**src/rtl/data_merge_if.sv**
```systemverilog
// -----------------------------------------------------------------------------
// data_merge_if
// Stream bundle around the data_merge block: two incoming AXI-Stream lanes
// from the ping-pong paths and the single merged outgoing stream.
//
//   axis_in1_*  : lane 1 (first group of each frame), tdata/tvalid/tready
//   axis_in2_*  : lane 2, tdata/tvalid/tready
//   axis_out_*  : merged payload, tdata/tvalid/tready/tlast
//
// Modports:
//   slave  : the merge block (sinks both lanes, sources the merged stream)
//   master : the environment around it (sources lanes, sinks merged stream)
// -----------------------------------------------------------------------------
interface data_merge_if #(
    parameter int DW = 128
);
    logic [DW-1:0] axis_in1_tdata;
    logic          axis_in1_tvalid;
    logic          axis_in1_tready;

    logic [DW-1:0] axis_in2_tdata;
    logic          axis_in2_tvalid;
    logic          axis_in2_tready;

    logic [DW-1:0] axis_out_tdata;
    logic          axis_out_tvalid;
    logic          axis_out_tready;
    logic          axis_out_tlast;

    modport slave (
        input  axis_in1_tdata, axis_in1_tvalid,
        output axis_in1_tready,
        input  axis_in2_tdata, axis_in2_tvalid,
        output axis_in2_tready,
        output axis_out_tdata, axis_out_tvalid, axis_out_tlast,
        input  axis_out_tready
    );

    modport master (
        output axis_in1_tdata, axis_in1_tvalid,
        input  axis_in1_tready,
        output axis_in2_tdata, axis_in2_tvalid,
        input  axis_in2_tready,
        input  axis_out_tdata, axis_out_tvalid, axis_out_tlast,
        output axis_out_tready
    );
endinterface

```
**src/rtl/data_merge.sv**
```systemverilog
// -----------------------------------------------------------------------------
// data_merge
// Rebuilds the original payload stream from the two ping-pong lanes. Payload
// is taken GROUP beats at a time, alternating lane 1 / lane 2, starting on
// lane 1 each frame. After FRAME_SIZE payload beats, the per-lane trailer
// (metadata + header beats) is consumed from both lanes in lockstep, compared
// pairwise, and discarded.
//
// Ports:
//   clk, resetn   : clock, asynchronous active-low reset
//   axis          : data_merge_if.slave (lanes in, merged stream out)
//   frame_done    : one-cycle pulse after the last trailer pair is consumed
//   trailer_err   : sticky, set when a trailer pair differs; reset clears it
//   frame_count   : completed frames, wraps at 2^16
//   beat_count    : payload beats accepted in the current frame
// -----------------------------------------------------------------------------
module data_merge #(
    parameter int DW            = 128,
    parameter int PP_GROUP      = 2,
    parameter int PACKET_SIZE   = 2,
    parameter int FRAME_SIZE    = 256,
    parameter int META_LENGTH   = 3,
    parameter int HEADER_LENGTH = 3
) (
    input  logic          clk,
    input  logic          resetn,
    data_merge_if.slave   axis,
    output logic          frame_done,
    output logic          trailer_err,
    output logic [15:0]   frame_count,
    output logic [15:0]   beat_count
);

    localparam int          GROUP      = PP_GROUP * PACKET_SIZE;
    localparam logic [15:0] GROUP_LAST = 16'(GROUP - 1);
    localparam logic [15:0] FRAME_LAST = 16'(FRAME_SIZE - 1);
    localparam logic [15:0] TRL_LAST   = 16'(META_LENGTH + HEADER_LENGTH - 1);

    typedef enum logic [0:0] {
        ST_PAYLOAD = 1'b0,
        ST_TRAILER = 1'b1
    } state_t;

    state_t        state_r;
    state_t        state_nxt_s;

    logic          sel_r;          // 1'b0 = lane 1 selected, 1'b1 = lane 2
    logic [15:0]   grp_cnt_r;
    logic [15:0]   beat_cnt_r;
    logic [15:0]   trl_cnt_r;
    logic [15:0]   frame_cnt_r;
    logic          frame_done_r;
    logic          trailer_err_r;

    logic [DW-1:0] out_data_r;
    logic          out_valid_r;
    logic          out_last_r;

    logic          reg_free_s;
    logic          in1_rdy_s;
    logic          in2_rdy_s;
    logic          pay_acc_s;
    logic          trl_acc_s;
    logic [DW-1:0] sel_data_s;
    logic          grp_last_s;
    logic          beat_last_s;
    logic          trl_last_s;

    assign grp_last_s  = (grp_cnt_r  == GROUP_LAST);
    assign beat_last_s = (beat_cnt_r == FRAME_LAST);
    assign trl_last_s  = (trl_cnt_r  == TRL_LAST);

    // Next-state and handshake decode: only the selected lane may be drained
    // during payload; during trailer both lanes move together or not at all.
    always_comb begin
        state_nxt_s = state_r;
        in1_rdy_s   = 1'b0;
        in2_rdy_s   = 1'b0;
        pay_acc_s   = 1'b0;
        trl_acc_s   = 1'b0;
        sel_data_s  = axis.axis_in1_tdata;
        reg_free_s  = (~out_valid_r) | axis.axis_out_tready;

        case (state_r)
            ST_PAYLOAD: begin
                if (sel_r == 1'b0) begin
                    in1_rdy_s  = reg_free_s;
                    pay_acc_s  = reg_free_s & axis.axis_in1_tvalid;
                    sel_data_s = axis.axis_in1_tdata;
                end else begin
                    in2_rdy_s  = reg_free_s;
                    pay_acc_s  = reg_free_s & axis.axis_in2_tvalid;
                    sel_data_s = axis.axis_in2_tdata;
                end
                if (pay_acc_s && beat_last_s) begin
                    state_nxt_s = ST_TRAILER;
                end else begin
                    state_nxt_s = ST_PAYLOAD;
                end
            end
            ST_TRAILER: begin
                trl_acc_s = axis.axis_in1_tvalid & axis.axis_in2_tvalid;
                in1_rdy_s = trl_acc_s;
                in2_rdy_s = trl_acc_s;
                if (trl_acc_s && trl_last_s) begin
                    state_nxt_s = ST_PAYLOAD;
                end else begin
                    state_nxt_s = ST_TRAILER;
                end
            end
            default: begin
                state_nxt_s = ST_PAYLOAD;
            end
        endcase
    end

    // Ready is forced low while reset is held so no upstream beat is lost
    // into a block that is being cleared.
    assign axis.axis_in1_tready = in1_rdy_s & resetn;
    assign axis.axis_in2_tready = in2_rdy_s & resetn;

    // FSM state register.
    always_ff @(posedge clk or negedge resetn) begin
        if (!resetn) begin
            state_r <= ST_PAYLOAD;
        end else begin
            state_r <= state_nxt_s;
        end
    end

    // Output register, lane selection, counters and trailer status.
    always_ff @(posedge clk or negedge resetn) begin
        if (!resetn) begin
            sel_r         <= 1'b0;
            grp_cnt_r     <= 16'd0;
            beat_cnt_r    <= 16'd0;
            trl_cnt_r     <= 16'd0;
            frame_cnt_r   <= 16'd0;
            frame_done_r  <= 1'b0;
            trailer_err_r <= 1'b0;
            out_data_r    <= '0;
            out_valid_r   <= 1'b0;
            out_last_r    <= 1'b0;
        end else begin
            frame_done_r <= 1'b0;

            if (pay_acc_s) begin
                out_data_r  <= sel_data_s;
                out_valid_r <= 1'b1;
                out_last_r  <= beat_last_s;
                beat_cnt_r  <= beat_cnt_r + 16'd1;
                if (grp_last_s) begin
                    grp_cnt_r <= 16'd0;
                    sel_r     <= ~sel_r;
                end else begin
                    grp_cnt_r <= grp_cnt_r + 16'd1;
                end
            end else if (axis.axis_out_tready) begin
                // Drain; data and tlast are left as-is, valid qualifies them.
                out_valid_r <= 1'b0;
            end else begin
                out_valid_r <= out_valid_r;
            end

            if (trl_acc_s) begin
                if (axis.axis_in1_tdata != axis.axis_in2_tdata) begin
                    trailer_err_r <= 1'b1;
                end else begin
                    trailer_err_r <= trailer_err_r;
                end
                if (trl_last_s) begin
                    frame_done_r <= 1'b1;
                    frame_cnt_r  <= frame_cnt_r + 16'd1;
                    beat_cnt_r   <= 16'd0;
                    grp_cnt_r    <= 16'd0;
                    trl_cnt_r    <= 16'd0;
                    sel_r        <= 1'b0;
                end else begin
                    trl_cnt_r <= trl_cnt_r + 16'd1;
                end
            end
        end
    end

    assign axis.axis_out_tdata  = out_data_r;
    assign axis.axis_out_tvalid = out_valid_r;
    assign axis.axis_out_tlast  = out_last_r;
    assign frame_done           = frame_done_r;
    assign trailer_err          = trailer_err_r;
    assign frame_count          = frame_cnt_r;
    assign beat_count           = beat_cnt_r;

endmodule

```
**src/flat_wrapper.sv**
```systemverilog
// flat-port wrapper written by rule: the top's interface ports become plain ports
module data_merge_flat 
#(
    parameter int DW            = 128,
    parameter int PP_GROUP      = 2,
    parameter int PACKET_SIZE   = 2,
    parameter int FRAME_SIZE    = 256,
    parameter int META_LENGTH   = 3,
    parameter int HEADER_LENGTH = 3
)
  (clk, resetn, frame_done, trailer_err, frame_count, beat_count, axis_axis_in1_tdata, axis_axis_in1_tvalid, axis_axis_in1_tready, axis_axis_in2_tdata, axis_axis_in2_tvalid, axis_axis_in2_tready, axis_axis_out_tdata, axis_axis_out_tvalid, axis_axis_out_tlast, axis_axis_out_tready);
  data_merge_if #(.DW(DW)) axis_i ();
  input  logic clk;
  input  logic resetn;
  output logic frame_done;
  output logic trailer_err;
  output logic [15:0] frame_count;
  output logic [15:0] beat_count;
  input wire logic [$bits(axis_i.axis_in1_tdata)-1:0] axis_axis_in1_tdata;
  input wire logic [$bits(axis_i.axis_in1_tvalid)-1:0] axis_axis_in1_tvalid;
  output wire logic [$bits(axis_i.axis_in1_tready)-1:0] axis_axis_in1_tready;
  input wire logic [$bits(axis_i.axis_in2_tdata)-1:0] axis_axis_in2_tdata;
  input wire logic [$bits(axis_i.axis_in2_tvalid)-1:0] axis_axis_in2_tvalid;
  output wire logic [$bits(axis_i.axis_in2_tready)-1:0] axis_axis_in2_tready;
  output wire logic [$bits(axis_i.axis_out_tdata)-1:0] axis_axis_out_tdata;
  output wire logic [$bits(axis_i.axis_out_tvalid)-1:0] axis_axis_out_tvalid;
  output wire logic [$bits(axis_i.axis_out_tlast)-1:0] axis_axis_out_tlast;
  input wire logic [$bits(axis_i.axis_out_tready)-1:0] axis_axis_out_tready;
  assign axis_i.axis_in1_tdata = axis_axis_in1_tdata;
  assign axis_i.axis_in1_tvalid = axis_axis_in1_tvalid;
  assign axis_axis_in1_tready = axis_i.axis_in1_tready;
  assign axis_i.axis_in2_tdata = axis_axis_in2_tdata;
  assign axis_i.axis_in2_tvalid = axis_axis_in2_tvalid;
  assign axis_axis_in2_tready = axis_i.axis_in2_tready;
  assign axis_axis_out_tdata = axis_i.axis_out_tdata;
  assign axis_axis_out_tvalid = axis_i.axis_out_tvalid;
  assign axis_axis_out_tlast = axis_i.axis_out_tlast;
  assign axis_i.axis_out_tready = axis_axis_out_tready;
  data_merge #(.DW(DW), .PP_GROUP(PP_GROUP), .PACKET_SIZE(PACKET_SIZE), .FRAME_SIZE(FRAME_SIZE), .META_LENGTH(META_LENGTH), .HEADER_LENGTH(HEADER_LENGTH)) u_core (.clk(clk), .resetn(resetn), .axis(axis_i), .frame_done(frame_done), .trailer_err(trailer_err), .frame_count(frame_count), .beat_count(beat_count));
endmodule
```
**config.mk**
```make
export PLATFORM = sky130hd
export DESIGN_NAME = data_merge_flat
export DESIGN_NICKNAME = d
export VERILOG_FILES = /design/src/rtl/data_merge_if.sv /design/src/rtl/data_merge.sv /design/src/flat_wrapper.sv
export SDC_FILE = /design/constraint.sdc
export NUM_CORES = 1
export LEC_CHECK = 0
export ABC_AREA = 1
export CORE_AREA = 2 2 165 167
export CTS_CLUSTER_DIAMETER = 120
export DETAILED_ROUTE_END_ITERATION = 12
export DIE_AREA = 0 0 167 169
export DONT_BUFFER_PORTS = 1
export GPL_ROUTABILITY_DRIVEN = 1
export PLACE_DENSITY = 0.65
export SKIP_LAST_GASP = 1
export SYNTH_ARGS = -nofsm -noshare
export SYNTH_HDL_FRONTEND = slang
export SYNTH_SLANG_ARGS = --single-unit
```
**constraint.sdc**
```tcl
create_clock -name clk -period 1.6 [get_ports clk]
set_clock_uncertainty 0.05 [all_clocks]
set_input_delay 0.16 -clock clk [delete_from_list [all_inputs] [get_ports clk]]
set_output_delay 0.16 -clock clk [all_outputs]
set_load 0.01 [all_outputs]
```
==> impl_metrics.yaml, run 1 <==
synth:
  yosysTopAreaCell: "dfrtp_1"
  avgSynthCellArea_sq_um: 8.14
  synthArstFlopShare_pct: 100
  synth_ff_type: "dfrtp_1"
  synth_edf_count: 0
  yosysWarnings: 0
  synth_area_sq_um: 12100
  synth.top_cell.area_share_pct: 41.0
  ys_ff_latch: 198
  synthesis.nets: 1750
  ys_seq_area_share_pct: 41.0
  post_synth_num_cell_types: 40
  synthMostInstantiatedCell: "nand2_1"
  synthCells: 1484
  netlist_top_cells_area: "dfrtp_1 41%, nand2_1 11%, o31ai_2 9.8%"
  yosys-top-cells-count: "350 x nand2_1, 221 x nor2_1, 198 x dfrtp_1"
worst_setup_path:
  crit_fanout: 3
  worstPathRequired_ps: 1920
  worst_path_most_repeated_cell: "nor2_4"
  critPathBufInv: 2
  crit_slowest_cell: "dfrtp_1"
  cpPeakStageDelay_ps: 430
  cp.arrival_ps: 2150
  crit_family: "simple AND/OR/NAND/NOR gates"
  end_kind: "flip-flop"
  cp_cell_sequence: "buf_4, nand3_1, nor2_2, nand3_2, nor2_4, nand2_2, nor2_4, or2_4, inv_2, nor2_1"
  cp-start-kind: "flip-flop"
  critPathKind: "reg2reg"
routing:
  antenna_left: 0
  avgViaCountPerCell: 6.01
  wl_per_cell_microns: 23.3
  drt_iter0_markers: 1466
  routed_wl_mm: 51.4
  num_vias: 13200
  remaining_drc_errors: 0
  drt_first_pass_iters: 6
layout:
  nets: 2112
  fin_util_pct: 67.0
  area_growth_syn_to_layout_pct: 47.0
  drive_gt1_share_pct: 22.9
run:
  cap_violations: 0
place:
  portBuffers: 0
  place_hpwl_mm: 27.3
  gp_congestion: 0.858
timing:
  fin_crit_ps: 1830
  worstMarginPinSlew_ps: 374
  setup-violations-final: 172
  fin_crit_sh_pct: 114
  fin_ws_ps: -227
  hold_ws_ps: -636
  finalMaxSlewViolations: 0
  hold_viol: 198
  rsz0062_at_grt: "yes"
  clock.fmax_mhz: 547
  maxSlewHeadroom_pct: 74.9
clock_tree:
  root_buffer: "clkbuf_16"
  cts_buffer_depth: 2
  clkSinkCount: 198
  cts_tree: "built"
  clk_latency_ps: 440
  clkSlewWorstSetupHoldPaths_ps: 80
  cts_inserted_buffers: 17
  htreeDepth: 4
grt:
  grt_start_max_net_pins: 200
  grt_pass1_wl_mm: 70.7
  grt_usage_pct: 31.6
  grt_overflow: 0
  grt_pass1_vias: 12900
  antenna_found_initial: 2
power_and_ir_drop:
  p_leak_nw: 7.71
  p_per_area_nw_per_um2: 821
  irDropWorstVdd_mv: 0.621
  p_total_mw: 14.6
floorplan:
  die_w_microns: 167
  start_util_pct: 45.6
  dieHeight_microns: 169
  num_rows: 60
  coreArea_sq_um: 26500
  fp.dieArea_sq_um: 28200
  num_io_pins: 427
run_status:
  violations: "hold timing, setup timing"
  status: "complete, but fails checks"
hold_path:
  hp-class: "in2async"
timing repair:
action | 4_1_cts | 5_1_grt
hold endpoints to repair | 328 | 199
gates resized for setup | 56 | 139
hold buffers | 255 | 1
gates cloned | 3 | 18
setup endpoints to repair | 175 | 191
pin swaps | 22 | 38
setup buffers | 17 | 21
per-stage QoR:
step	setup TNS (ps)	area, sq um	worst slack (ps)	hold WS, ps	std cells
finish	-15280	17800	-227	-636	2202
global route	-25620	17800	-320	-657	2202
CTS	-11450	16700	-141	-654	2165
detailed placement	-21330	13100	-220	-176	1859
global placement	-14080	13100	-184	-171	1859
floorplan	-30.5	12100	-13.8	-186	1484
cell type report:
type | instances | area [sq um]
Fill cell | 1818 | 8740
Multi-Input combinational cell | 1112 | 6950
Sequential cell | 198 | 4960
Timing Repair Buffer | 416 | 4410
Clock buffer | 18 | 439
Tap cell | 341 | 427
Inverter | 101 | 394
Clock inverter | 14 | 174
Antenna cell | 2 | 5.00
worst paths after layout:
kind | start | end | slack, ps | depth (start not counted)
setup / recovery | u_core.grp_cnt_r[0]$_DFF_PN0_ | u_core.grp_cnt_r[15]$_DFF_PN0_ | -230 | 10
hold / removal | resetn | u_core.axis.axis_out_tdata[112]$_DFFE_PN0N_ | -640 | 0
setup reg to reg | u_core.grp_cnt_r[0]$_DFF_PN0_ | u_core.grp_cnt_r[15]$_DFF_PN0_ | -230 | 10
hold reg to reg | u_core.trl_cnt_r[0]$_DFFE_PN0P_ | u_core.trl_cnt_r[0]$_DFFE_PN0P_ | 470 | 1
max in group asynchronous | resetn | u_core.trl_cnt_r[1]$_DFFE_PN0P_ | 1850 | 0
min in group clk | axis_axis_in1_tdata[96] | u_core.axis.axis_out_tdata[96]$_DFFE_PN0N_ | 10 | 4
cell usage in the layout, fill, tap and decap left out, types with 24 or more instances in the layout:
| cell type | netlist | routed |
|---|---|---|
| inv_1 | 96 | 86 |
| nand2_1 | 350 | 327 |
| o31ai_2 | 95 | 97 |
| xnor2_1 | 124 | 124 |
| nand2_2 | 6 | 24 |
| dfrtp_1 | 198 | 194 |
| a21oi_1 | 135 | 127 |
| o21ai_0 | 45 | 28 |
| clkbuf_16 | 0 | 31 |
| dlygate4sd3_1 | 0 | 256 |
| nor2_1 | 221 | 195 |
| buf_4 | 2 | 108 |
kinds of logic after synthesis:
| kind of cell | after synthesis | share of synthesized area (%) |
|---|---|---|
| adder cells (fa/ha/maj) | 5 | 0.518 |
| XOR/XNOR | 141 | 10.2 |
| AO/OA/AOI/OAI | 306 | 19.2 |
| multiplexers | 1 | 0.0829 |
| AND/OR/NAND/NOR | 659 | 22.3 |
| flip-flops | 198 | 41.0 |
| buffers and inverters | 174 | 6.65 |
metal layers:
| metal | wire [microns] | vias to the layer above | global-route usage, % |
|---|---|---|---|
| li1 | - | 5602 | - |
| met1 | 17800 | 6141 | 37.1 |
| met2 | 23400 | 1146 | 50.2 |
| met3 | 5770 | 351 | 8.86 |
| met4 | 4440 | 0 | 22.3 |
| met5 | 0 | - | 0 |
where the power goes:
| group | internal [mW] | total [mW] | leakage, nW | switching (mW) |
|---|---|---|---|---|
| registers | 5.61 | 6.56 | 2.40 | 0.941 |
| clock network | 2.18 | 4.57 | 0.295 | 2.39 |
| logic | 1.80 | 3.44 | 5.02 | 1.65 |
sequential cells by signal (all words and copies together), names as in the netlist:
signal	flops
u_core.beat_count	16
u_core.sel_r	1
u_core.trailer_err	1
u_core.axis.axis_out_tdata	128
u_core.trl_cnt_r	16
u_core.frame_count	16
u_core.state_r	1
u_core.axis.axis_out_tlast	1
u_core.grp_cnt_r	16
u_core.frame_done	1
u_core.axis.axis_out_tvalid	1
Power figures use the tool's default switching activity.
==> inputs of run 2 (changes only) <==
--- a/config.mk
+++ b/config.mk
@@ -6,13 +6,13 @@
 export NUM_CORES = 1
 export LEC_CHECK = 0
 export ABC_AREA = 1
-export CORE_AREA = 2 2 165 167
+export CORE_AREA = 2 2 166 168
 export CTS_CLUSTER_DIAMETER = 120
 export DETAILED_ROUTE_END_ITERATION = 12
-export DIE_AREA = 0 0 167 169
+export DIE_AREA = 0 0 168 170
 export DONT_BUFFER_PORTS = 1
 export GPL_ROUTABILITY_DRIVEN = 1
-export PLACE_DENSITY = 0.65
+export PLACE_DENSITY = 0.62
 export SKIP_LAST_GASP = 1
 export SYNTH_ARGS = -nofsm -noshare
 export SYNTH_HDL_FRONTEND = slang
==> constraint.sdc (replaced) <==
create_clock -name clk -period 2 [get_ports clk]
set_clock_uncertainty 0.05 [all_clocks]
set_input_delay 0.2 -clock clk [delete_from_list [all_inputs] [get_ports clk]]
set_output_delay 0.2 -clock clk [all_outputs]
set_load 0.01 [all_outputs]
==> run 2 against run 1 <==
The flow finishes with violations (hold timing); core utilization is 8.7 points lower; clock power is 22% lower; worst setup slack better by 360 ps.
==> impl_metrics.yaml, run 2 (synthesis gave the netlist of run 1 again) <==
power_and_ir_drop:
  power.switching_mw: 3.56
  irDropWorstVdd_mv: 0.486
  p_clk_share_pct: 33.0
  p_sw_share_pct: 33.0
  p_leak_nw: 6.72
  combinationalPowerShare_pct: 18.2
  p_seq_share_pct: 48.8
  p_per_area_nw_per_um2: 695
  p_int_mw: 7.23
routing:
  num_vias: 11600
  antenna_left: 0
  remaining_drc_errors: 0
  avgViaCountPerCell: 5.63
  wl_per_cell_microns: 20.4
  drt_iter0_markers: 881
  drt_first_pass_iters: 5
  routed_wl_mm: 42.0
timing:
  setup-violations-final: 0
  clock.fmax_mhz: 535
  finalMaxSlewViolations: 0
  worstMarginPinSlew_ps: 783
  fin_crit_sh_pct: 93.4
  maxSlewHeadroom_pct: 47.8
  fin_crit_ps: 1870
  rsz0062_at_grt: "yes"
  hold_viol: 198
  hold_ws_ps: -578
run_status:
  status: "complete, but fails checks"
  violations: "hold timing"
place:
  place_hpwl_mm: 26.0
  portBuffers: 0
  gp_congestion: 0.875
  place_inst: 1774
floorplan:
  coreArea_sq_um: 26700
  die_w_microns: 168
  num_io_pins: 427
  num_rows: 60
  dieHeight_microns: 170
  start_util_pct: 45.3
  fp.dieArea_sq_um: 28600
clock_tree:
  clk_latency_ps: 430
  ctsHoldBuffers: 249
  post_cts_buffers: 0
  cts_buffer_depth: 2
  root_buffer: "clkbuf_16"
  cts_inserted_buffers: 17
  cts_tree: "built"
  clkSinkCount: 198
  htreeDepth: 4
  clkSlewWorstSetupHoldPaths_ps: 80
worst_setup_path:
  cp-start-kind: "flip-flop"
  worstPathRequired_ps: 2270
  crit_family: "simple AND/OR/NAND/NOR gates"
  crit_slowest_cell: "dfrtp_4"
  cp.arrival_ps: 2140
  cpPeakStageDelay_ps: 510
  critPathBufInv: 2
  worst_path_most_repeated_cell: "inv_2"
  end_kind: "flip-flop"
  critPathKind: "reg2reg"
  crit_fanout: 9
  cp_cell_sequence: "inv_2, nand2_1, a21oi_4, nand2_8, inv_2, nand4_2, nand2_2, o21bai_1, nor2_1"
hold_path:
  hp-class: "in2async"
layout:
  largest_reg_flops: 128
  multi_input_area_sq_um: 6370
  final_common_cell: "nand2_1"
  final-seq-area_sq_um: 4960
  instances_no_fill: 2057
  area_growth_syn_to_layout_pct: 28.6
  drive_gt1_share_pct: 10.7
  antenna_cells: 0
  nets: 1969
  layout_common_cells: "350 x nand2_1, 249 x dlygate4sd3_1, 220 x nor2_1"
  fillers: 2227
grt:
  grt_usage_pct: 28.4
  grt_overflow: 0
  grt_start_max_net_pins: 200
  antenna_found_initial: 0
  grt_pass1_vias: 11800
  grt_pass1_wl_mm: 64.2
run:
  cap_violations: 0
==> run 2: cell count changes in the layout (fill, tap and decap cells not counted), moves of 9 or more <==
cell / delta
buf_4: -94
buf_6: -13
clkbuf_16: -13
inv_1: +9
nand2_1: +23
nand2_2: -20
nand3_1: +12
nor2_1: +25
nor2_2: -10
nor2_4: -15
o21ai_0: +17
o21ai_1: -11
o31ai_1: +10
==> run 2: metal layers <==
metal	vias up	track usage (%)	wire length, microns
met2	693	46.6	19900
met1	5417	33.4	15900
met5	-	0	0
li1	5303	-	-
met3	166	8.79	3760
met4	0	15.0	2310
==> run 2: final cells by class <==
| cell class | instances | share of cell area [%] |
|---|---|---|
| Clock buffer | 17 | 2.74 |
| Sequential cell | 198 | 31.9 |
| Clock inverter | 15 | 1.17 |
| Timing Repair Buffer | 273 | 18.0 |
| Tap cell | 341 | 2.75 |
| Multi-Input combinational cell | 1112 | 41.0 |
| Inverter | 101 | 2.46 |
==> run 2: power by group through the flow <==
stage,sequential [mW],clock [mW],combinational (mW)
after floorplan,5.08,0,1.29
after global placement,5.32,0,1.43
after detailed placement,5.32,0,1.47
after CTS,5.25,3.63,1.88
after global routing,5.31,3.80,2.17
final,5.27,3.56,1.97
==> run 2: worst reg2reg max path: cells and delay by family, from the launching register on <==
family | cells | cell delay (ps)
flip-flops | 1 | 510
buffers and inverters | 2 | 220
AND/OR/NAND/NOR | 5 | 620
AO/OA/AOI/OAI | 2 | 370
==> run 2: final timing paths <==
kind | startpoint | slack (ps) | endpoint | cells after the start
min in group clk | axis_axis_in2_tdata[111] | 20 | u_core.axis.axis_out_tdata[111]$_DFFE_PN0N_ | 2
min | resetn | -580 | u_core.axis.axis_out_tdata[85]$_DFFE_PN0N_ | 0
max in group asynchronous | resetn | 1830 | u_core.axis.axis_out_tdata[105]$_DFFE_PN0N_ | 0
max reg2reg | u_core.sel_r$_DFF_PN0_ | 130 | u_core.grp_cnt_r[14]$_DFF_PN0_ | 9
min reg2reg | u_core.trl_cnt_r[14]$_DFFE_PN0P_ | 460 | u_core.trl_cnt_r[14]$_DFFE_PN0P_ | 1
max | u_core.sel_r$_DFF_PN0_ | 130 | u_core.grp_cnt_r[14]$_DFF_PN0_ | 9
==> run 2: repair_timing <==
item / in CTS / in global routing
setup endpoints to repair: 0 / 68
endpoints found under the hold margin: 324 / 198
resized for setup: 0 / 7
==> run 2: metrics by stage <==
step	instance area (sq um)	utilization, %	worst slack, ps	setup TNS [ps]	power, mW
5_1_grt	15500	58.3	-4.56	-9.36	11.3
4_1_cts	15500	58.0	61.2	0	10.8
2_1_floorplan	12100	-	361	0	6.37
3_3_place_gp	12400	46.4	89.7	0	6.75
6_report	15500	58.3	132	0	10.8
3_5_place_dp	12400	46.4	58.7	0	6.79
==> inputs of run 3 (changes only) <==
--- a/config.mk
+++ b/config.mk
@@ -6,13 +6,12 @@
 export NUM_CORES = 1
 export LEC_CHECK = 0
 export ABC_AREA = 1
-export CORE_AREA = 2 2 166 168
+export ABC_CLOCK_PERIOD_IN_PS = 2000
+export CORE_UTILIZATION = 46
 export CTS_CLUSTER_DIAMETER = 120
 export DETAILED_ROUTE_END_ITERATION = 12
-export DIE_AREA = 0 0 168 170
-export DONT_BUFFER_PORTS = 1
 export GPL_ROUTABILITY_DRIVEN = 1
-export PLACE_DENSITY = 0.62
+export PLACE_DENSITY = 0.84
 export SKIP_LAST_GASP = 1
 export SYNTH_ARGS = -nofsm -noshare
 export SYNTH_HDL_FRONTEND = slang
==> run 3 against run 2 <==
Clock-buffer cell count is the same; largest power group unchanged; via count grew 5.0%; sequential share of layout area shrank 3.6 points; die area shrank 5.8%; routed wire length shrank 3.0%; global-route usage grew 1.7 points; the run now ends clean; highest routed layer is now met5; register-to-register slack lost 50 ps; sequential power shrank 7.6%; worst setup slack lost 48 ps; first-iteration DRC count grew 8.7%; critical path type unchanged; final area grew 13%; power grew 13%.
==> impl_metrics.yaml, run 3 (synthesis gave the netlist of run 1 again) <==
routing:
  avgViaCountPerCell: 5.41
  drt_iter0_markers: 958
  wl_per_cell_microns: 18.1
  drt_first_pass_iters: 5
  remaining_drc_errors: 0
  num_vias: 12200
  routed_wl_mm: 40.7
  antenna_left: 0
timing:
  fin_crit_sh_pct: 95.8
  clock.fmax_mhz: 522
  setup-violations-final: 0
  fin_crit_ps: 1920
  maxSlewHeadroom_pct: 37.5
  hold_viol: 0
  finalMaxSlewViolations: 0
  rsz0062_at_grt: "yes"
  worstMarginPinSlew_ps: 938
run_status:
  status: "finished clean"
power_and_ir_drop:
  p_sw_share_pct: 31.5
  irDropWorstVdd_mv: 0.582
  p_total_mw: 12.2
  combinationalPowerShare_pct: 28.7
  p_int_mw: 8.33
  p_leak_nw: 7.47
  p_seq_share_pct: 40.0
  power.switching_mw: 3.84
  p_clk_share_pct: 31.3
  p_per_area_nw_per_um2: 695
floorplan:
  num_io_pins: 427
  num_rows: 58
  start_util_pct: 47.4
  coreArea_sq_um: 25500
  fp.dieArea_sq_um: 26900
  die_w_microns: 164
  dieHeight_microns: 164
clock_tree:
  post_cts_buffers: 0
  root_buffer: "clkbuf_16"
  clkSinkCount: 198
  clkSlewWorstSetupHoldPaths_ps: 80
  cts_buffer_depth: 2
  clk_latency_ps: 440
  cts_inserted_buffers: 17
  htreeDepth: 4
  cts_tree: "built"
worst_setup_path:
  worstPathRequired_ps: 2290
  critPathKind: "reg2reg"
  cp.arrival_ps: 2200
  end_kind: "flip-flop"
  crit_fanout: 107
  cp-start-kind: "flip-flop"
place:
  place_hpwl_mm: 31.3
  place_inst: 2213
  portBuffers: 426
  gp_congestion: 0.948
  dpl_cell_area_sq_um: 16800
grt:
  grt_pass1_wl_mm: 62.4
  grt_use_met3_pct: 7.45
  antenna_found_initial: 2
  grt-busiest-layer: "met2"
  grt_pass1_vias: 11900
  grt_start_max_net_pins: 108
  use_met2_pct: 50.8
  grt_usage_pct: 30.0
  use_met1_pct: 34.2
  grt_overflow: 0
layout:
  largest_reg_flops: 128
  final_common_cell: "clkdlybuf4s50_1"
  drive_gt1_share_pct: 10.9
  layout_common_cells: "423 x clkdlybuf4s50_1, 350 x nand2_1, 220 x nor2_1"
  fin_area_sq_um: 17500
  multi_input_area_sq_um: 6360
  fillers: 1967
  area_growth_syn_to_layout_pct: 45.0
  final-seq-area_sq_um: 4960
  nets: 2169
  instances_no_fill: 2248
hold_path:
  hp-class: "in2async"
run:
  cap_violations: 0
run 3: cell types whose count changed in the layout (fill, tap and decap cells not counted), moves of 2 or more:
cell             delta
diode_2             +2
dlygate4sd3_1     -248
buf_12              +3
o21ai_0             -2
buf_4              +22
clkdlybuf4s50_1   +423
bufinv_16           +2
dlygate4sd2_1       +2
clkinv_4            -2
o21ai_1             +2
clkinv_8            -2
inv_12              +2
nand3_2             +2
run 3: power by group through the flow:
stage / Sequential (mW) / Clock, mW / Combinational [mW]
5_1_grt: 4.93 / 4.01 / 3.75
6_report: 4.87 / 3.80 / 3.50
4_1_cts: 4.86 / 3.87 / 3.50
3_3_place_gp: 4.92 / 0 / 3.38
2_1_floorplan: 5.08 / 0 / 1.29
3_5_place_dp: 4.93 / 0 / 3.48
run 3: layout make-up:
cell class | instances | share of cell area [%]
Sequential cell | 198 | 28.3
Multi-Input combinational cell | 1112 | 36.3
Tap cell | 330 | 2.36
Timing Repair Buffer | 473 | 27.1
Clock inverter | 15 | 1.29
Inverter | 101 | 2.18
Clock buffer | 17 | 2.43
Antenna cell | 2 | 0.0286
run 3: through the flow:
stage	worst slack, ps	hold slack (ps)	setup TNS, ps	utilization [%]
after floorplan	361	-146	0	-
after global placement	-48.8	-17.5	-48.8	66.0
after detailed placement	-123	-17.7	-356	66.0
after CTS	26.4	95.4	0	68.6
after global routing	-12.6	110	-12.6	68.7
final	83.2	109	0	68.7
run 3: critical path: stages (launching register included):
cell     delay (ps)
dfrtp_4         520
inv_2            90
nand2_1          80
a21oi_4         210
nand2_8          90
buf_12          170
buf_12          220
o31ai_1         290
run 3: worst paths after layout:
kind	end	cells past startpoint	slack [ps]	startpoint
setup / recovery	u_core.axis.axis_out_tdata[107]$_DFFE_PN0N_	7	80	u_core.sel_r$_DFF_PN0_
hold / removal	u_core.grp_cnt_r[9]$_DFF_PN0_	2	110	resetn
setup reg to reg	u_core.axis.axis_out_tdata[107]$_DFFE_PN0N_	7	80	u_core.sel_r$_DFF_PN0_
hold reg to reg	u_core.trailer_err$_DFFE_PN0P_	2	420	u_core.trailer_err$_DFFE_PN0P_
max in group asynchronous	u_core.axis.axis_out_tdata[27]$_DFFE_PN0N_	3	680	resetn
min in group clk	u_core.axis.axis_out_tdata[106]$_DFFE_PN0N_	3	370	axis_axis_in2_tdata[106]
run 3: per-layer routing:
metal | routed length, microns | vias up
li1 | - | 5715
met1 | 15200 | 5744
met2 | 20000 | 557
met3 | 3100 | 143
met4 | 2400 | 2
met5 | 13 | -
run 3: what timing repair did:
action / in CTS / in global routing
endpoints found under the setup margin: 3 / 7
hold buffers: 1 / 0
hold endpoints to repair: 8 / 0
resized for setup: 4 / 6
